**src/rtl/conv_axis_pixel_feeder.sv**
```systemverilog
`timescale 1ns/1ps
// conv_axis_pixel_feeder
// Streams a stored multi-channel image from a linear frame memory into the
// convolution controller's AXI-Stream slave. Words are channel-interleaved
// (px0c0, px0c1, .., px1c0, ..), with TLAST on the final word of the frame.
// Memory reads (1-cycle synchronous) land in a 2-entry skid FIFO whose head
// drives the stream, so backpressure never drops or duplicates a word.
//
// Ports
//   axi_clk, axi_reset       clock, asynchronous active-high reset
//   start                    1-cycle pulse: latch geometry, begin a frame
//   image_width/height       frame geometry in pixels / rows
//   base_addr                word address of px0c0
//   mem_rd_en/addr/data      frame memory read port (data one cycle after en)
//   m_axis_*                 AXI-Stream master (valid/data/ready/last/keep)
//   busy, done, err          frame in progress, end-of-frame pulse, rejected-start pulse
//
// Optional feature: define CONV_FEED_ROW_LAST_EN to add m_axis_user, which
// flags the last word of every row (and therefore also the frame's last word).

module conv_axis_pixel_feeder #(
    parameter int AXI_BUS_WIDTH  = 32,
    parameter int CHANNELS       = 3,
    parameter int MAX_WIDTH      = 1800,
    parameter int MAX_HEIGHT     = 1800,
    parameter int MEM_ADDR_WIDTH = 24
) (
    input  logic                      axi_clk,
    input  logic                      axi_reset,
    input  logic                      start,
    input  logic [31:0]               image_width,
    input  logic [31:0]               image_height,
    input  logic [MEM_ADDR_WIDTH-1:0] base_addr,
    output logic                      mem_rd_en,
    output logic [MEM_ADDR_WIDTH-1:0] mem_rd_addr,
    input  logic [AXI_BUS_WIDTH-1:0]  mem_rd_data,
    output logic                      m_axis_valid,
    output logic [AXI_BUS_WIDTH-1:0]  m_axis_data,
    input  logic                      m_axis_ready,
    output logic                      m_axis_last,
    output logic [3:0]                m_axis_keep,
`ifdef CONV_FEED_ROW_LAST_EN
    output logic                      m_axis_user,
`endif
    output logic                      busy,
    output logic                      done,
    output logic                      err
);

    typedef enum logic [1:0] {S_IDLE, S_RUN, S_DRAIN, S_FIN} state_t;

    state_t                    state_q, state_d;
    logic [31:0]               total_q, total_d;
    logic [MEM_ADDR_WIDTH-1:0] base_q, base_d;
    logic [31:0]               issued_q, issued_d;
    logic [31:0]               sent_q, sent_d;
    logic                      inflight_q, inflight_d;
    logic                      err_q, err_d;
    logic                      wr_ptr_q, wr_ptr_d;
    logic                      rd_ptr_q, rd_ptr_d;
    logic [1:0]                occ_q, occ_d;
    logic [AXI_BUS_WIDTH-1:0]  fifo_data_q [2];

    logic        push, pop, issue, too_big;
    logic [2:0]  occ_sum;
    logic [63:0] product;

`ifdef CONV_FEED_ROW_LAST_EN
    logic [31:0] width_q, width_d;
    logic [31:0] x_q, x_d;
    logic [31:0] c_q, c_d;
    logic        inflight_user_q, inflight_user_d;
    logic        fifo_user_q [2];
    logic        row_last_issue;
`endif

    // Data path and read throttle. The occupancy the FIFO will hold once the
    // in-flight word lands, less this cycle's pop, must stay below 2.
    always_comb begin
        push         = inflight_q;
        m_axis_valid = (occ_q != 2'd0);
        pop          = m_axis_valid && m_axis_ready;
        occ_sum      = {1'b0, occ_q} + {2'b0, inflight_q} - {2'b0, pop};
        issue        = (state_q == S_RUN) && (issued_q != total_q) && (occ_sum < 3'd2);
        mem_rd_en    = issue;
        mem_rd_addr  = base_q + issued_q[MEM_ADDR_WIDTH-1:0];
        m_axis_data  = m_axis_valid ? fifo_data_q[rd_ptr_q] : '0;
        m_axis_last  = m_axis_valid && (sent_q == total_q - 32'd1);
        m_axis_keep  = m_axis_valid ? 4'hF : 4'h0;
`ifdef CONV_FEED_ROW_LAST_EN
        m_axis_user  = m_axis_valid && fifo_user_q[rd_ptr_q];
`endif
        busy         = (state_q == S_RUN) || (state_q == S_DRAIN);
        done         = (state_q == S_FIN);
        err          = err_q;
        inflight_d   = issue;
        wr_ptr_d     = wr_ptr_q ^ push;
        rd_ptr_d     = rd_ptr_q ^ pop;
        occ_d        = occ_q + {1'b0, push} - {1'b0, pop};
        // The high half only matters if the size limits are ever raised
        // enough for the frame word count to overflow 32 bits.
        product      = 64'(image_width) * 64'(image_height) * 64'(CHANNELS);
        too_big      = (image_width > 32'(MAX_WIDTH)) || (image_height > 32'(MAX_HEIGHT))
                       || (|product[63:32]);
    end

    // Next-state logic.
    always_comb begin
        // NOTE: every signal gets a default first so no path leaves it
        // unassigned, which would otherwise infer a latch.
        state_d  = state_q;
        total_d  = total_q;
        base_d   = base_q;
        issued_d = issued_q + {31'b0, issue};
        sent_d   = sent_q + {31'b0, pop};
        err_d    = 1'b0;
`ifdef CONV_FEED_ROW_LAST_EN
        width_d         = width_q;
        x_d             = x_q;
        c_d             = c_q;
        row_last_issue  = (c_q == 32'(CHANNELS - 1)) && (x_q == width_q - 32'd1);
        inflight_user_d = row_last_issue;
        if (issue) begin
            if (c_q == 32'(CHANNELS - 1)) begin
                c_d = '0;
                x_d = (x_q == width_q - 32'd1) ? '0 : x_q + 32'd1;
            end else begin
                c_d = c_q + 32'd1;
            end
        end
`endif
        unique case (state_q)
            S_IDLE: begin
                if (start) begin
                    if ((image_width == 32'd0) || (image_height == 32'd0)) begin
                        state_d = S_FIN;
                    end else if (too_big) begin
                        err_d = 1'b1;
                    end else begin
                        total_d  = product[31:0];
                        base_d   = base_addr;
                        issued_d = '0;
                        sent_d   = '0;
                        state_d  = S_RUN;
`ifdef CONV_FEED_ROW_LAST_EN
                        width_d  = image_width;
                        x_d      = '0;
                        c_d      = '0;
`endif
                    end
                end
            end
            S_RUN:   if (issued_q == total_q) state_d = S_DRAIN;
            // Using sent_d lets done follow the final beat by one cycle.
            S_DRAIN: if (sent_d == total_q) state_d = S_FIN;
            S_FIN:   state_d = S_IDLE;
            default: state_d = S_IDLE;
        endcase
    end

    // NOTE: state uses non-blocking assignments so every flop samples the
    // pre-edge value of every other flop.
    always_ff @(posedge axi_clk or posedge axi_reset) begin
        if (axi_reset) begin
            state_q    <= S_IDLE;
            total_q    <= '0;
            base_q     <= '0;
            issued_q   <= '0;
            sent_q     <= '0;
            inflight_q <= 1'b0;
            err_q      <= 1'b0;
            wr_ptr_q   <= 1'b0;
            rd_ptr_q   <= 1'b0;
            occ_q      <= '0;
`ifdef CONV_FEED_ROW_LAST_EN
            width_q         <= '0;
            x_q             <= '0;
            c_q             <= '0;
            inflight_user_q <= 1'b0;
`endif
        end else begin
            state_q    <= state_d;
            total_q    <= total_d;
            base_q     <= base_d;
            issued_q   <= issued_d;
            sent_q     <= sent_d;
            inflight_q <= inflight_d;
            err_q      <= err_d;
            wr_ptr_q   <= wr_ptr_d;
            rd_ptr_q   <= rd_ptr_d;
            occ_q      <= occ_d;
`ifdef CONV_FEED_ROW_LAST_EN
            width_q         <= width_d;
            x_q             <= x_d;
            c_q             <= c_d;
            inflight_user_q <= inflight_user_d;
`endif
        end
    end

    // NOTE: FIFO storage is not reset; an empty FIFO never exposes it
    // because the outputs are gated by occupancy.
    always_ff @(posedge axi_clk) begin
        if (push) begin
            fifo_data_q[wr_ptr_q] <= mem_rd_data;
`ifdef CONV_FEED_ROW_LAST_EN
            fifo_user_q[wr_ptr_q] <= inflight_user_q;
`endif
        end
    end

endmodule

```
**config.mk**
```make
export PLATFORM = sky130hd
export DESIGN_NAME = conv_axis_pixel_feeder
export DESIGN_NICKNAME = d
export VERILOG_FILES = /design/src/rtl/conv_axis_pixel_feeder.sv
export SDC_FILE = /design/constraint.sdc
export NUM_CORES = 1
export LEC_CHECK = 0
export BUFFER_PORTS_ARGS = -buffer_cell sky130_fd_sc_hd__clkbuf_2
export CELL_PAD_IN_SITES_DETAIL_PLACEMENT = 0
export CELL_PAD_IN_SITES_GLOBAL_PLACEMENT = 1
export CORE_MARGIN = 1
export CORE_UTILIZATION = 46
export CTS_CLUSTER_SIZE = 28
export DETAILED_ROUTE_END_ITERATION = 10
export PLACE_DENSITY = 0.8
export SLEW_MARGIN = 40
export SYNTH_ARGS = -nofsm -noshare
export SYNTH_HDL_FRONTEND = slang
export SYNTH_SLANG_ARGS = --single-unit
```
**constraint.sdc**
```tcl
create_clock -name axi_clk -period 3.9 [get_ports axi_clk]
set_input_delay 0.195 -clock axi_clk [delete_from_list [all_inputs] [get_ports axi_clk]]
set_output_delay 0.195 -clock axi_clk [all_outputs]
set_load 0.02 [all_outputs]
```
### Word level (Yosys, flattened, before mapping)

Memory sizes are Yosys's and may differ from the RTL's.
Index checks and enable logic that the tools add are counted.
W data, S select, Z words.

| operators by class | value |
|---|---|
| divide/modulo/power cells | 0 |
| shift operators | 0 |
| bitwise operators | 4 |
| magnitude comparators | 3 |
| $add $sub $neg | 8 |
| reduce and logical (&&, ||, !) cells | 15 |
| equal/unequal tests | 11 |
| multiply operators | 2 |
| mux-type cells | 22 |

Operators by type and width:

| kind | number |
|---|---|
| $mux W32 | 9 |
| $eq A32 B32 Y1 | 3 |
| $add A32 B1 Y32 | 2 |
| $gt A32 B11 Y1 const B | 2 |
| $logic_not A32 Y1 | 2 |
| $mul A32 B32 Y64 | 1 |
| $mul A64 B2 Y64 const B | 1 |
| $ne A32 B32 Y1 | 1 |
| $reduce_or A32 Y1 | 1 |
| $sub A32 B1 Y32 const B | 1 |
| $add A24 B24 Y24 | 1 |
| $mux W2 | 5 |
| $pmux W2 S4 | 1 |
| $reduce_and A4 Y1 | 2 |
| $mux W1 | 6 |
| $eq A2 B2 Y1 const B | 2 |
| $logic_and A1 B1 Y1 | 4 |
| $logic_or A1 B1 Y1 | 4 |
| $mux W4 | 1 |
| $ne A2 B1 Y1 const B | 2 |
| $add A2 B1 Y3 | 1 |
| $lt A3 B2 Y1 const B | 1 |
| $ne A3 B3 Y1 const B | 1 |
| $sub A3 B1 Y3 | 1 |
| 8 further kinds | 10 |

| storage, ports and cells | value |
|---|---|
| logic and storage cells | 76 |
| bits of input ports | 124 |
| output and inout port bits | 66 |
| bits in registers | 128 |
| bits in latches | 0 |
| memories kept | 1 |
| memory bits (read-only) | 0 |
| bits in writable memories | 64 |

Memory list:

| name | depth | width | read ports | clocked after Yosys merged registers in | write ports | line | text |
|---|---|---|---|---|---|---|---|
| fifo_data_q | 2 | 32 | 1 | 0 | 1 | 62 | `logic [AXI_BUS_WIDTH-1:0] fifo_data_q [2];` |

### Longest topological paths before layout

Gate-level depths: netlist of the first run.

| depth | value |
|---|---|
| depth in word-level cells | 10 |
| gate-level depth with buffers | 54 |
| gate-level depth less buffers | 48 |

### Worst setup path after synthesis of the first run

OpenSTA, ideal clock, no wires.

| path | value |
|---|---|
| path kind | input to register |
| start | input image_width[10] |
| end | register base_q[0] |
| cell stages on the path | 50 |
| data arrival time | 11,342 ps |
| setup time | 127 ps |
| path slack | -7,570 ps |
| data required time | 3,773 ps |
| buffers on the path | 4 |
| path through | clkbuf_1 clkbuf_1 nand2_1 fa_1 inv_1 fa_1 inv_1 fa_1 inv_1 fa_1 fa_1 fa_1 fa_1 inv_1 fa_1 inv_1 ha_1 o21ai_0 [... 14 more ...] ha_1 a21o_1 a21o_1 a21o_1 a31o_2 a31oi_1 o2111ai_1 nor4_1 mux2i_1 a211oi_1 o2111a_1 and4_1 nand4_1 nor4_2 and3_1 buf_6 buf_6 mux2_1 |

| between the ends | value |
|---|---|
| word-level cells in the longest chain between the ends | 6 |
| elaborated cells on any way between the ends | 11 |
| classes of those cells | 2 x mul; 1 x order compare; 2 x bitwise; 6 x reduce/logical |

RTL lines:

| what | line | text |
|---|---|---|
| start: declaration | 31 | `input logic [31:0] image_width,` |
| $mul A32 B32 Y64 | 102 | `product = 64'(image_width) * 64'(image_height) * 64'(CHANNELS);` |
| $mul A64 B2 Y64 | 102 |  |
| $reduce_or A32 Y1 | 104 | `\|\| (\|product[63:32]);` |
| $logic_or A1 B1 Y1 | 104 |  |
| $not A1 Y1 (no line) | -- |  |
| $reduce_and A4 Y1 (no line) (*) | -- |  |
| end signal: assignment | 184 | `base_q <= base_d;` |
| end: declaration | 54 | `logic [MEM_ADDR_WIDTH-1:0] base_q, base_d;` |

Every way passes the cells marked *; elsewhere a longest branch is shown, timed or not.
A chain may end at the register's enable or synchronous reset.

### Worst setup path after layout of the first run

| path | value |
|---|---|
| start | input image_height[10] |
| end | register base_q[19] |

| between the ends | value |
|---|---|
| word-level cells in the longest chain between the ends | 6 |
| elaborated cells on any way between the ends | 11 |
| classes of those cells | 2 x mul; 1 x order compare; 2 x bitwise; 6 x reduce/logical |

RTL lines:

| what | line | text |
|---|---|---|
| start: declaration | 32 | `input logic [31:0] image_height,` |
| $mul A32 B32 Y64 | 102 |  |
| $mul A64 B2 Y64 | 102 |  |
| $reduce_or A32 Y1 | 104 |  |
| $logic_or A1 B1 Y1 | 104 |  |
| $not A1 Y1 (no line) | -- |  |
| $reduce_and A4 Y1 (no line) (*) | -- |  |

Marked as above.

==> results.sh, run 1 <==
export IMPL_finalMaxSlewViolations=0
export IMPL_max_slew_margin=0.583
export IMPL_cts_max_path_buffers=2
export IMPL_cts_reportedPaths_clkPinSlew_ps=80
export IMPL_tightest_slew_ps=620
export IMPL_via_per_inst=5.23
export IMPL_yosys_most_used_dff="dfrtp_1"
export IMPL_final_hold_violation_count=0
export IMPL_slowest_stage="fa_1"
export IMPL_most_common_layout_cells="882 x fa_1, 880 x buf_4, 751 x inv_1, 669 x nand2_1, 489 x and2_1"
export IMPL_drt_initial_drc_count=2091
export IMPL_layout_nets=7455
export IMPL_grt_use_total=0.256
export IMPL_synth_top_family_by_area="adder cells"
export IMPL_grt_first_pass_wirelength_um=214000
export IMPL_setup_reg_to_reg_worst_slack_ps=-590
export IMPL_grt_pass1_vias=41767
export IMPL_stdcell_count=7454
export IMPL_crit_path_cell_count=50
export IMPL_die_width_um=322
export IMPL_status="finished with violations"
export IMPL_crit_family="adder cells"
export IMPL_synthMuxAreaShare=0.0236
export IMPL_portBuffers=189
export IMPL_synth_sequential_area_ratio=0.109
export IMPL_unrepaired_setup_endpoints_after_global_routing="yes"
export IMPL_fin_worst_hold_slack_ps=18.9
export IMPL_grt_antenna_before_repair=2
export IMPL_cts_tree="done"
export IMPL_synth_adder_area_share=0.477
export IMPL_worstReg2RegStart="occ_q[1]$_DFF_PP0_"
export IMPL_delay_of_the_slowest_cell_on_the_worst_path_ps=590
export IMPL_die_h_um=322
export IMPL_r2r_end="state_q[0]$_DFFE_PP0P_"
export IMPL_achievable_freq_mhz=91.0
export IMPL_period_share=2.82
export IMPL_synth_edff_count=64
export IMPL_syn_inst=5132
export IMPL_initial_utilization=0.464
export IMPL_globalRouteOverflowTotal=0
export IMPL_critical_path_endpoint="base_q[19]$_DFFE_PP0P_"
export IMPL_clock_tree_htree_level_count=4
export IMPL_placed_instances=7301
export IMPL_io_pins=190
export IMPL_cell_mode_on_critical_path="fa_1"
export IMPL_critical_path_buf_inv_count=12
export IMPL_cts_sinks=192
export IMPL_final_common_cell="fa_1"
export IMPL_xor_and_xnor_fraction_of_the_mapped_netlist_area=0.0472
export IMPL_reg2reg_depth=20
export IMPL_drt_total_wl_um=131000
export IMPL_yosys_warnings=0
export IMPL_maximum_number_of_pins_on_one_net_before_global_route_repair=72
export IMPL_report_final_setup_viol=125
export IMPL_synth_cell_area_um2=47200
export IMPL_worst_hold_path_type="primary input to flop"
export IMPL_area_growth_syn_to_layout_pct=25.3
export IMPL_via_count=38997
export IMPL_ys_types=95
export IMPL_synth_register_bits=192
export IMPL_coreArea_um2=102000
export IMPL_hpwl_um=109000
export IMPL_failing_checks="negative setup slack"
export IMPL_share_of_async_settable_or_async_resettable_flops_after_synthesis=0.667
export IMPL_fin_ws_ps=-7080
export IMPL_top_fanout_value_on_the_critical_path=6
export IMPL_cap_viol_max_count=0
export IMPL_synth_compound_gate_area_share=0.0763
export IMPL_worst_setup_path_startpoint="image_height[10]"
export IMPL_postSynthNetCount=6515
export IMPL_post_synthesis_share_of_cell_area_spent_on_and_or_nand_and_nor_gates=0.181
export IMPL_clock_root_buffer="clkbuf_16"
export IMPL_critical_path_required_ps=4230
export IMPL_finClkSkew_ps=16.3
export IMPL_number_of_fillers_in_the_final_layout=8789
export IMPL_post_route_cells_drive_above_1_share=0.235
export IMPL_timing_critical_path_to_type="flop"
export IMPL_ant_nets=0
export IMPL_period_needed_ps=10980
export IMPL_design_die_area_um2=104000
export IMPL_cts_buffers_inserted=17
export IMPL_number_of_rows_in_the_core_area=117
export IMPL_synth_avg_cell_area_um2=9.19
export IMPL_drc=0
export IMPL_drt_first_pass_iters=5
export IMPL_finalWeightedCongestion=0.927
export IMPL_cp_arrival_ps=11310
export IMPL_drt_wl_cell_um=17.5
export IMPL_criticalPathCategory="primary input to flop"
export IMPL_insertion_delay_to_the_later_sink_of_the_worst_skew_pair_ps=440
export IMPL_setup_worst_path_start_class="primary input"
[per-stage QoR]
step            util  cell area [um2]  worst slack [ps]  TNS (ps)
2_1_floorplan      -            47500             -6920   -837940
3_3_place_gp   0.551            56100             -7870   -954620
3_5_place_dp   0.551            56100             -8010   -970800
4_1_cts        0.574            58400             -7160   -861240
5_1_grt        0.581            59100             -7510   -907260
6_report       0.581            59100             -7080   -852190
[what timing repair did]
item / 4_1_cts / 5_1_grt
endpoints found under the hold margin: 142 / 2
resized for setup: 169 / 173
setup endpoints to repair: 131 / 131
hold buffers: 54 / 2
pin swaps: 79 / 100
gates cloned: 6 / 5
setup buffers: 43 / 18
[cell type report]
type	instances	area, um2	area share
tap	1368	1710	0.0289
clock inverter	14	143	0.00241
clock buffer	18	429	0.00726
multi-input combinational	3895	39100	0.661
timing repair buffer	1200	9750	0.165
inverter	766	2880	0.0487
antenna	1	2.50	0.0000423
sequential	192	5130	0.0867
[registers in the layout, summed over array words and instances, names as in the netlist]
| name | count |
|---|---|
| sent_q | 32 |
| state_q | 2 |
| total_q | 32 |
| base_q | 24 |
| issued_q | 32 |
| err | 1 |
| occ_q | 2 |
| wr_ptr_q | 1 |
| fifo_data_q | 64 |
| rd_ptr_q | 1 |
| inflight_q | 1 |
[worst reg2reg max path, delay by kind of cell (launching register included)]
| kind | cells | cell delay [ps] |
|---|---|---|
| simple gates | 11 | 2230 |
| compound gates | 6 | 1350 |
| flops | 1 | 380 |
| fa+ha+maj | 2 | 350 |
| buf+inv | 1 | 80 |
[Yosys cell counts (5+ instances only)]
cell type | count | area, um2
fa_1 | 899 | 18000
inv_1 | 764 | 2870
nand2_1 | 675 | 2530
and2_1 | 503 | 3150
ha_1 | 360 | 4500
clkbuf_1 | 253 | 950
nor2_1 | 236 | 886
xnor2_1 | 147 | 1290
a21oi_1 | 146 | 731
dfrtp_1 | 128 | 3200
xor2_1 | 107 | 937
o21ai_0 | 87 | 435
a21o_1 | 70 | 526
edfxtp_1 | 64 | 1920
nand3_1 | 62 | 310
nor3_1 | 62 | 310
mux2_1 | 52 | 586
nor4_1 | 47 | 294
mux2i_1 | 46 | 460
and3_1 | 40 | 250
nand4_1 | 39 | 244
a211oi_1 | 35 | 263
o21bai_1 | 27 | 203
a31oi_1 | 20 | 125
o21a_1 | 18 | 135
nand2b_1 | 16 | 100
nor2b_1 | 15 | 93.8
or3_1 | 13 | 81.3
a21boi_0 | 11 | 82.6
o211ai_1 | 11 | 82.6
buf_6 | 9 | 101
a221oi_1 | 8 | 70.1
o31ai_1 | 8 | 60.1
nand3b_1 | 7 | 52.6
nor4b_1 | 7 | 61.3
o21ai_1 | 7 | 35.0
mux2_2 | 6 | 67.6
o2111ai_1 | 6 | 52.6
a211o_1 | 5 | 43.8
buf_1 | 5 | 18.8
buf_4 | 5 | 37.5
[cell families after synthesis]
family / count (synthesis)
AO/OA/AOI/OAI: 535
multiplexers: 104
flip-flops: 192
AND/OR/NAND/NOR: 1743
buffers and inverters: 1045
XOR/XNOR: 254
adder cells (fa/ha/maj): 1259
[worst min path at each step]
stage / to / start / cells after the start
4_1_cts: base_q[1]$_DFFE_PP0P_ / base_addr[1] / 2
5_1_grt: base_q[22]$_DFFE_PP0P_ / base_addr[22] / 2
3_5_place_dp: base_q[2]$_DFFE_PP0P_ / axi_reset / 2
2_1_floorplan: fifo_data_q[0][0]$_DFFE_PP_ / mem_rd_data[0] / 0
3_3_place_gp: base_q[2]$_DFFE_PP0P_ / axi_reset / 2
6_report: base_q[22]$_DFFE_PP0P_ / base_addr[22] / 2
[per-layer routing]
layer,global-route usage,wire length [um]
met1,0.331,54400
met2,0.463,67100
met3,0.0180,5550
met4,0.0665,3550
met5,0,13
Power of run 1 is not shown: default switching activity piles up to over one toggle a cycle in this logic, so the estimate is an artifact.
==> run 2, diff against run 1 <==
BUFFER_PORTS_ARGS = -buffer_cell sky130_fd_sc_hd__buf_2   (was -buffer_cell sky130_fd_sc_hd__clkbuf_2)
==> run 2 against run 1 <==
Compared with the run above: the run still ends with negative setup slack left; count of clock-buffer cells in the layout shrank 1; final cell count shrank 0.31%; flip-flop and latch count is the same; register-to-register slack is essentially flat; core utilization grew 0.10 points; setup slack gained 220 ps; global-route usage shrank 0.21 points; highest routed layer is now met4.
==> results.sh, run 2 (synthesized netlist as in run 1, its figures left out) <==
export IMPL_status="finished with violations"
export IMPL_failing_checks="negative setup slack"
export IMPL_critical_path_required_ps=4220
export IMPL_reg2reg_depth=20
export IMPL_fin_ws_ps=-6870
export IMPL_final_hold_violation_count=0
export IMPL_via_per_inst=5.24
export IMPL_drt_initial_drc_count=2225
export IMPL_initial_utilization=0.464
export IMPL_worstReg2RegStart="occ_q[1]$_DFF_PP0_"
export IMPL_cts_buffers_inserted=17
export IMPL_delay_of_the_slowest_cell_on_the_worst_path_ps=590
export IMPL_hpwl_um=107000
export IMPL_most_flop_heavy_register="fifo_data_q"
export IMPL_die_h_um=322
export IMPL_timing_hold_worst_start="base_addr[21]"
export IMPL_period_share=2.76
export IMPL_period_needed_ps=10770
export IMPL_flip_flop_count_of_the_largest_register_all_copies_and_words_added=64
export IMPL_maximum_number_of_pins_on_one_net_before_global_route_repair=71
export IMPL_die_width_um=322
export IMPL_crit_family="adder cells"
export IMPL_cell_mode_on_critical_path="fa_1"
export IMPL_insertion_delay_to_the_later_sink_of_the_worst_skew_pair_ps=440
export IMPL_cts_tree="done"
export IMPL_report_final_setup_viol=127
export IMPL_tightest_slew_ps=666
export IMPL_globalRouteOverflowTotal=0
export IMPL_max_slew_margin=0.551
export IMPL_post_route_cells_drive_above_1_share=0.241
export IMPL_area_growth_syn_to_layout_pct=25.5
export IMPL_cap_viol_max_count=0
export IMPL_ant_nets=0
export IMPL_top_fanout_value_on_the_critical_path=13
export IMPL_number_of_fillers_in_the_final_layout=8872
export IMPL_final_core_util=0.582
export IMPL_r2r_end="state_q[0]$_DFFE_PP0P_"
export IMPL_grt_antenna_before_repair=0
export IMPL_clock_root_buffer="clkbuf_16"
export IMPL_drt_total_wl_um=130000
export IMPL_final_common_cell="fa_1"
export IMPL_busiest_layer="met2"
export IMPL_most_common_layout_cells="879 x fa_1, 867 x buf_4, 752 x inv_1, 670 x nand2_1, 487 x and2_1"
export IMPL_stdcell_count=7431
export IMPL_unrepaired_setup_endpoints_after_global_routing="yes"
export IMPL_criticalPathCategory="primary input to flop"
export IMPL_slowest_stage="fa_1"
export IMPL_design_die_area_um2=104000
export IMPL_worst_hold_path_type="primary input to flop"
export IMPL_portBuffers=189
export IMPL_finalWeightedCongestion=0.905
export IMPL_cell_count_of_the_worst_hold_path=2
export IMPL_cts_reportedPaths_clkPinSlew_ps=80
export IMPL_final_seq_area_um2=5130
export IMPL_placed_instances=7254
export IMPL_multi_input_area_um2=39200
export IMPL_cts_max_path_buffers=2
export IMPL_grt_use_total=0.254
export IMPL_finalMaxSlewViolations=0
export IMPL_grt_first_pass_wirelength_um=212000
export IMPL_grt_pass1_vias=41185
export IMPL_achievable_freq_mhz=92.9
export IMPL_setup_reg_to_reg_worst_slack_ps=-590
export IMPL_via_count=38907
export IMPL_worst_case_hold_path_end_point="base_q[21]$_DFFE_PP0P_"
export IMPL_grtUsageMet1=0.330
export IMPL_grt_met2_usage=0.453
export IMPL_placed_area_um2=55500
export IMPL_drt_wl_cell_um=17.5
export IMPL_coreArea_um2=102000
export IMPL_clock_tree_htree_level_count=4
export IMPL_io_pins=190
export IMPL_finClkSkew_ps=11.8
export IMPL_layout_nets=7432
export IMPL_drt_first_pass_iters=5
export IMPL_timing_critical_path_to_type="flop"
export IMPL_final_cell_area_um2=59200
export IMPL_number_of_rows_in_the_core_area=117
export IMPL_critical_path_buf_inv_count=14
export IMPL_cp_arrival_ps=11090
export IMPL_cts_sinks=192
export IMPL_setup_worst_path_start_class="primary input"
export IMPL_drc=0
export IMPL_preCtsSetupSlack_ps=-7990
export IMPL_groute_layer_met3_usage=0.0196
[run 2: cell count changes in the layout (fill, tap and decap cells not counted), sizes merged]
cell	change
buf	+146
bufbuf	+1
bufinv	+1
clkbuf	-171
clkinv	-1
clkinvlp	-1
inv	+2
[run 2: worst register-to-register path: stages, from the launching register on]
cell,delay [ps]
dfrtp_1,370
nor2_2,60
inv_1,70
and2_1,220
ha_1,220
ha_1,180
and3_1,260
nand3_1,170
nor4b_2,570
nand4_1,230
nor2_1,200
nand3_1,160
nor3b_1,220
nor3_1,80
a211oi_1,220
a21oi_1,60
o41ai_1,320
nand2_1,160
a21oi_1,250
o21ai_4,110
a221oi_2,270
[run 2: worst max path at each step]
stage                     cells past startpoint             start                       to  slack (ps)
after global routing                         51  image_height[12]  total_q[27]$_DFFE_PP0P_       -7390
after floorplan                              49    image_width[8]    base_q[0]$_DFFE_PP0P_       -6920
final                                        50  image_height[11]  total_q[27]$_DFFE_PP0P_       -6870
after detailed placement                     47   image_height[6]   base_q[14]$_DFFE_PP0P_       -7990
after global placement                       46   image_height[6]   base_q[17]$_DFFE_PP0P_       -7710
after CTS                                    49   image_height[2]  total_q[19]$_DFFE_PP0P_       -7070
[run 2: metrics by stage]
step	hold slack (ps)	TNS (ps)
2_1_floorplan	294	-837940
3_3_place_gp	379	-937530
3_5_place_dp	388	-968510
4_1_cts	4.34	-852890
5_1_grt	4.42	-895790
6_report	26.0	-830280
[run 2: what timing repair did]
| action | CTS | global route |
|---|---|---|
| resized for setup | 255 | 198 |
| endpoints found under the hold margin | 144 | 1 |
| pin swaps | 97 | 92 |
| hold buffers | 55 | 1 |
| buffers inserted | 45 | 38 |
| setup endpoints to repair | 132 | 131 |
| cloned | 11 | 4 |
[run 2: layer usage]
layer  vias up  share of wire
met5         -              0
met2       947           0.51
met3       227          0.041
met4         0          0.030
met1     19730           0.41
li1      18003              -
[run 2: area by class of cell]
cell class	count	area share
multi-input cells	3895	0.662
repair buffers	1177	0.163
flip-flops and latches	192	0.0866
inverters	766	0.0486
well taps	1368	0.0289
clock buffers	17	0.00718
clock inverters	15	0.00336
diodes	1	0.0000422
Power of run 2 is left out for the same reason.
